`src/rtl/seven_seg_scanner.sv`:
```
// Multiplexed N-digit seven-segment scanner with double-buffered loading,
// blanking, leading-zero suppression, decimal points, PWM brightness and dead time.
module seven_seg_scanner #(
    parameter int DIGITS           = 4,
    parameter int SCAN_DIV         = 12000,
    parameter int DEAD             = 16,
    parameter bit SEG_ACTIVE_LOW   = 1'b1,
    parameter bit ANODE_ACTIVE_LOW = 1'b0
) (
    input  logic                  clk,
    input  logic                  rst,
    input  logic [4*DIGITS-1:0]   value,
    input  logic                  load,
    input  logic [DIGITS-1:0]     dp_in,
    input  logic [DIGITS-1:0]     blank_in,
    input  logic                  lz_en,
    input  logic [3:0]            brightness,
    output logic [6:0]            seg,
    output logic                  dp,
    output logic [DIGITS-1:0]     anode,
    output logic                  frame_tick
);

    localparam int CW = $clog2(SCAN_DIV);
    localparam int DW = (DIGITS > 1) ? $clog2(DIGITS) : 1;

    localparam logic [CW-1:0]     SLOT_LAST  = CW'(SCAN_DIV - 1);
    localparam logic [CW-1:0]     DEAD_END   = CW'(DEAD);
    localparam logic [DW-1:0]     DIGIT_LAST = DW'(DIGITS - 1);
    localparam logic [6:0]        SEG_OFF    = {7{SEG_ACTIVE_LOW}};
    localparam logic              DP_OFF     = SEG_ACTIVE_LOW;
    localparam logic [DIGITS-1:0] ANODE_OFF  = {DIGITS{ANODE_ACTIVE_LOW}};

    logic [CW-1:0]       r_slot_cnt;
    logic [DW-1:0]       r_digit;
    logic [4*DIGITS-1:0] r_sh_value,  r_act_value;
    logic [DIGITS-1:0]   r_sh_dp,     r_act_dp;
    logic [DIGITS-1:0]   r_sh_blank,  r_act_blank;
    logic                r_frame_tick;
    logic [6:0]          r_seg;
    logic                r_dp;
    logic [DIGITS-1:0]   r_anode;

    logic                w_slot_wrap;
    logic                w_frame_end;
    logic [3:0]          w_nibble;
    logic [6:0]          w_glyph;
    logic [DIGITS-1:0]   w_onehot;
    logic [DIGITS-1:0]   w_lz_dark;
    logic                w_upper_zero;
    logic                w_dark;

    // Active-high pattern, bit 0 = segment a, bit 6 = segment g.
    function automatic logic [6:0] hex_glyph(input logic [3:0] nib);
        case (nib)
            4'h0: hex_glyph = 7'b0111111;
            4'h1: hex_glyph = 7'b0000110;
            4'h2: hex_glyph = 7'b1011011;
            4'h3: hex_glyph = 7'b1001111;
            4'h4: hex_glyph = 7'b1100110;
            4'h5: hex_glyph = 7'b1101101;
            4'h6: hex_glyph = 7'b1111101;
            4'h7: hex_glyph = 7'b0000111;
            4'h8: hex_glyph = 7'b1111111;
            4'h9: hex_glyph = 7'b1101111;
            4'hA: hex_glyph = 7'b1110111;
            4'hB: hex_glyph = 7'b1111100;
            4'hC: hex_glyph = 7'b0111001;
            4'hD: hex_glyph = 7'b1011110;
            4'hE: hex_glyph = 7'b1111001;
            default: hex_glyph = 7'b1110001;
        endcase
    endfunction

    assign w_slot_wrap = (r_slot_cnt == SLOT_LAST);
    assign w_frame_end = w_slot_wrap && (r_digit == DIGIT_LAST);

    // NOTE: sequential state always uses <= so every register samples pre-edge values.
    always_ff @(posedge clk or posedge rst) begin
        if (rst) begin
            r_slot_cnt <= '0;
            r_digit    <= '0;
        end else if (w_slot_wrap) begin
            r_slot_cnt <= '0;
            r_digit    <= w_frame_end ? '0 : r_digit + 1'b1;
        end else begin
            r_slot_cnt <= r_slot_cnt + 1'b1;
        end
    end

    // NOTE: shadow/active are reset, not left X, because blanking and
    // leading-zero logic read them on the very first slot after reset.
    always_ff @(posedge clk or posedge rst) begin
        if (rst) begin
            r_sh_value   <= '0;
            r_sh_dp      <= '0;
            r_sh_blank   <= '0;
            r_act_value  <= '0;
            r_act_dp     <= '0;
            r_act_blank  <= '0;
            r_frame_tick <= 1'b0;
        end else begin
            if (load) begin
                r_sh_value <= value;
                r_sh_dp    <= dp_in;
                r_sh_blank <= blank_in;
            end
            // Display contents only change between frames, so no digit tears.
            if (w_frame_end) begin
                r_act_value <= load ? value    : r_sh_value;
                r_act_dp    <= load ? dp_in    : r_sh_dp;
                r_act_blank <= load ? blank_in : r_sh_blank;
            end
            r_frame_tick <= w_frame_end;
        end
    end

    // NOTE: every always_comb output gets a default first so no latch is inferred.
    always_comb begin
        w_upper_zero = 1'b1;
        w_lz_dark    = '0;
        for (int i = DIGITS - 1; i >= 0; i--) begin
            w_upper_zero = w_upper_zero & (r_act_value[4*i +: 4] == 4'h0);
            if (i != 0) begin
                w_lz_dark[i] = w_upper_zero;
            end
        end
    end

    assign w_nibble = r_act_value[4*r_digit +: 4];
    assign w_glyph  = hex_glyph(w_nibble);
    assign w_onehot = DIGITS'(1) << r_digit;

    // brightness=0 makes the last term always true, so the display stays dark.
    assign w_dark = r_act_blank[r_digit]
                  | (lz_en & w_lz_dark[r_digit])
                  | (r_slot_cnt < DEAD_END)
                  | (r_slot_cnt[3:0] >= brightness);

    always_ff @(posedge clk or posedge rst) begin
        if (rst) begin
            r_seg   <= SEG_OFF;
            r_dp    <= DP_OFF;
            r_anode <= ANODE_OFF;
        end else if (w_dark) begin
            r_seg   <= SEG_OFF;
            r_dp    <= DP_OFF;
            r_anode <= ANODE_OFF;
        end else begin
            r_seg   <= w_glyph ^ SEG_OFF;
            r_dp    <= r_act_dp[r_digit] ^ DP_OFF;
            r_anode <= w_onehot ^ ANODE_OFF;
        end
    end

    assign seg        = r_seg;
    assign dp         = r_dp;
    assign anode      = r_anode;
    assign frame_tick = r_frame_tick;

endmodule

```
`config.mk`:
```
export PLATFORM = sky130hd
export DESIGN_NAME = seven_seg_scanner
export DESIGN_NICKNAME = d
export VERILOG_FILES = /design/src/rtl/seven_seg_scanner.sv
export SDC_FILE = /design/constraint.sdc
export NUM_CORES = 1
export LEC_CHECK = 0
export BUFFER_PORTS_ARGS = -buffer_cell sky130_fd_sc_hd__buf_2
export CAP_MARGIN = 5
export CORE_MARGIN = 2
export CORE_UTILIZATION = 39
export CTS_CLUSTER_DIAMETER = 50
export DETAILED_ROUTE_END_ITERATION = 12
export GPL_TIMING_DRIVEN = 0
export SETUP_SLACK_MARGIN = 0.05
export SLEW_MARGIN = 20
export SYNTH_ARGS = -nofsm -noshare
export SYNTH_HDL_FRONTEND = slang
export SYNTH_SLANG_ARGS = --single-unit
```
`constraint.sdc`:
```
create_clock -name clk -period 3.09 [get_ports clk]
set_input_delay 0.309 -clock clk [delete_from_list [all_inputs] [get_ports clk]]
set_output_delay 0.309 -clock clk [all_outputs]
set_load 0.005 [all_outputs]
```
==> results by group <==
STA
  • Setup TNS: 0 ps
  • Worst slew margin: 61.1%
  • Slew Viols, Final: 0
  • Final Hold Viols: 0
  • Worst Skew: 6.15 ps
  • Tcrit/Tclk final: 76.3%
  • Worst-margin pin slew: 583 ps
  • RSZ-0062 raised after global routing: false
  • Final setup viols: 0
  • Fmax: 0.424 GHz
  • Post-layout minimum cycle time: 2360 ps

Die
  • # IOs: 45
  • Die ar.: 10200 um2
  • DIE WIDTH: 101 um
  • Initial core utilization: 39.9%
  • Die H: 101 um
  • Rows: 35
  • Core ar.: 9150 um2

Power and ir drop
  • Seq pwr share: 49.9%
  • Pwr per Cell Area: 513 nW/um2
  • Clock share of power: 41.7%
  • Pint: 1.71 mW
  • Net Sw Power: 489 uW
  • Worst VDD drop: 0.000312 V
  • Design Power: 2.20 mW
  • Switching Share: 22.3%
  • Power share of the combinational group: 8.4%
  • Leakage Power: 2.06 nW

CTS
  • CTS H-tree depth: 3
  • Setup repair bufs after CTS: 0
  • CTS Root Cell: clkbuf_8
  • Worst-path clk slew: 80 ps
  • CTS max path bufs: 2
  • Num CTS Buffers: 9
  • Clk sinks: 77
  • Worst-Skew Late Latency: 350 ps
  • CTS tree: yes
  • Post-CTS sizing: 0
  • Hold-fix buffers, CTS: 1

Setup path
  • Critical path's slowest cell: mux4_2
  • Crit end category: register
  • Crit start category: register
  • Required @ worst endpoint: 3350 ps
  • Worst path most repeated cell: o21ai_0
  • Crit path DAT: 2620 ps
  • Crit path largest cell delay: 620 ps
  • CP max FO: 10
  • CP Class: reg2reg
  • Cells along the critical path: buf_2 > mux4_2 > inv_1 > ha_1 > nor2_1 > a21oi_1 > o21ai_0 > o21ai_0

Synth
  • Seq/Total Area, Yosys: 53.1%
  • Syn_nets: 327
  • Async set-or-reset flop fraction in the synthesized netlist: 100%
  • EDFF count, synth: 0
  • Post-synthesis cell count: 281
  • Synth Area per Inst: 13.0 um2
  • Netlist cell types: 43
  • Most common flop cell mapped by yosys: dfrtp_1
  • YS warnings: 0
  • Flops & latches, synth: 77
  • Post-Syn Area: 3650 um2

Route
  • Via count: 2284
  • 1st-iter DRT viols: 111
  • Routed WL per cell: 15.1 um
  • Vias per cell: 5.04
  • Final WL: 6.83 mm
  • Remaining DRCs: 0
  • Routed Antenna Nets: 0
  • Drt pass-1 iters: 4

Layout
  • Fraction of layout cells with a size suffix above 1: 39.2%
  • Layout net count: 383
  • ANT cells: 0
  • End-of-flow core utilization: 46.8%
  • Layout overhead on the synthesized area: 17.3%
  • FILL cells: 847
  • Commonest non-fill, non-tap cells in the layout: 69 x dfrtp_1, 46 x buf_2, 32 x mux2_2, 20 x mux2_4, 16 x nor2_1
  • Most common cell after layout, fill and taps aside: dfrtp_1

Global route
  • Largest net degree at the start of global routing: 47
  • Global-route wire length before repair: 11.6 mm
  • Initial antenna violation count: 0
  • Vias in the first global route: 2306
  • Grt total ovfl: 0
  • Overall Global Routing Usage: 15.0%

Placed design
  • I/O Buffers: 43
  • Gp weighted congestion: 0.793
  • Post-DP HPWL: 4.87 mm

Run status
  • Status: completed

Min path
  • Min-Delay Path Class: in2reg

Flow run
  • Max Cap Viol: 0
## final timing paths
check	from	endpoint	slack (ps)	depth (start not counted)
setup / recovery	r_digit[0]$_DFFE_PP0P_	seg[0]$_DFF_PP1_	730	8
min in group asynchronous	rst	r_sh_dp[0]$_DFF_PP0_	520	3
hold reg to reg	r_sh_value[6]$_DFF_PP0_	r_sh_value[6]$_DFF_PP0_	500	1
max in group asynchronous	rst	seg[1]$_DFF_PP1_	1970	4
setup reg to reg	r_digit[0]$_DFFE_PP0P_	seg[0]$_DFF_PP1_	730	8
hold / removal	value[1]	r_sh_value[1]$_DFF_PP0_	210	2
## power groups by stage
stage | logic [mW] | clock network [mW] | registers, mW
final | 0.186 | 0.915 | 1.10
after global routing | 0.211 | 0.974 | 1.10
after CTS | 0.190 | 0.935 | 1.10
after detailed placement | 0.189 | 0 | 1.12
after global placement | 0.179 | 0 | 1.12
after floorplan | 0.123 | 0 | 1.11
## final cells by class
type	instances	area, um2	share of cell area, %
Sequential cell	77	1940	45.2
Inverter	13	51.3	1.20
Buffer	10	56.3	1.31
Clock buffer	10	128	2.98
Clock inverter	6	111	2.60
Timing Repair Buffer	45	253	5.90
Tap cell	111	139	3.24
Multi-Input combinational cell	181	1610	37.6
## state kept, by name, indices dropped and copies added, names as in the netlist, 2 cells and up
name and flops:
anode 4, r_sh_blank 4, r_sh_value 16, r_sh_dp 4, r_digit 2, r_act_blank 4, r_slot_cnt 14, seg 7
r_act_value 16, r_act_dp 4
## cells in the mapped netlist (4+ instances only)
library cell | instances | share of area (%)
a21oi_1 | 6 | 0.82
and2_1 | 5 | 0.86
and3_1 | 4 | 0.69
clkbuf_1 | 5 | 0.51
dfrtp_1 | 69 | 47
dfstp_2 | 8 | 5.8
ha_1 | 14 | 4.8
inv_1 | 12 | 1.2
mux2_2 | 32 | 9.9
mux2_4 | 20 | 8.2
mux2i_1 | 4 | 1.1
mux4_2 | 5 | 3.1
nand2_1 | 14 | 1.4
nand3_1 | 7 | 0.96
nor2_1 | 16 | 1.6
nor4_1 | 4 | 0.69
o21ai_0 | 13 | 1.8
xnor2_1 | 4 | 0.96
xor2_1 | 5 | 1.2
## per-stage QoR
step / cell area [um2] / hold slack (ps) / instances / setup slack, ps
6_report: 4280 / 208 / 453 / 732
3_5_place_dp: 4040 / 341 / 436 / 779
5_1_grt: 4280 / 201 / 453 / 535
3_3_place_gp: 4010 / 482 / 435 / -93.8
4_1_cts: 4280 / 195 / 453 / 741
2_1_floorplan: 3650 / 459 / 281 / 828
## layer usage
layer	GRT usage (%)	up-vias	routed length (um)
met5	0	-	0
met4	7.38	0	162
met3	3.12	14	301
met2	21.4	61	2910
met1	21.7	1102	3460
li1	-	1107	-
## cell families after synthesis
logic type / after synthesis / synth area share, %
DFF: 77 / 53.1
adders and majority gates: 14 / 4.80
xor gates and xnor gates: 9 / 2.16
AOI/OAI and AO/OA: 30 / 5.04
and+or+nand+nor: 67 / 9.80
muxes: 61 / 22.3
buffers and inverters: 23 / 2.88
## worst max-delay path, delay by kind of cell (launching register included)
kind	cells	cell delay, ps
multiplexers	1	620
AO/OA/AOI/OAI	3	460
buffers and inverters	2	450
flip-flops	1	440
adder cells (fa/ha/maj)	1	230
AND/OR/NAND/NOR	1	60
No activity file was read; power rests on OpenSTA's default activity.
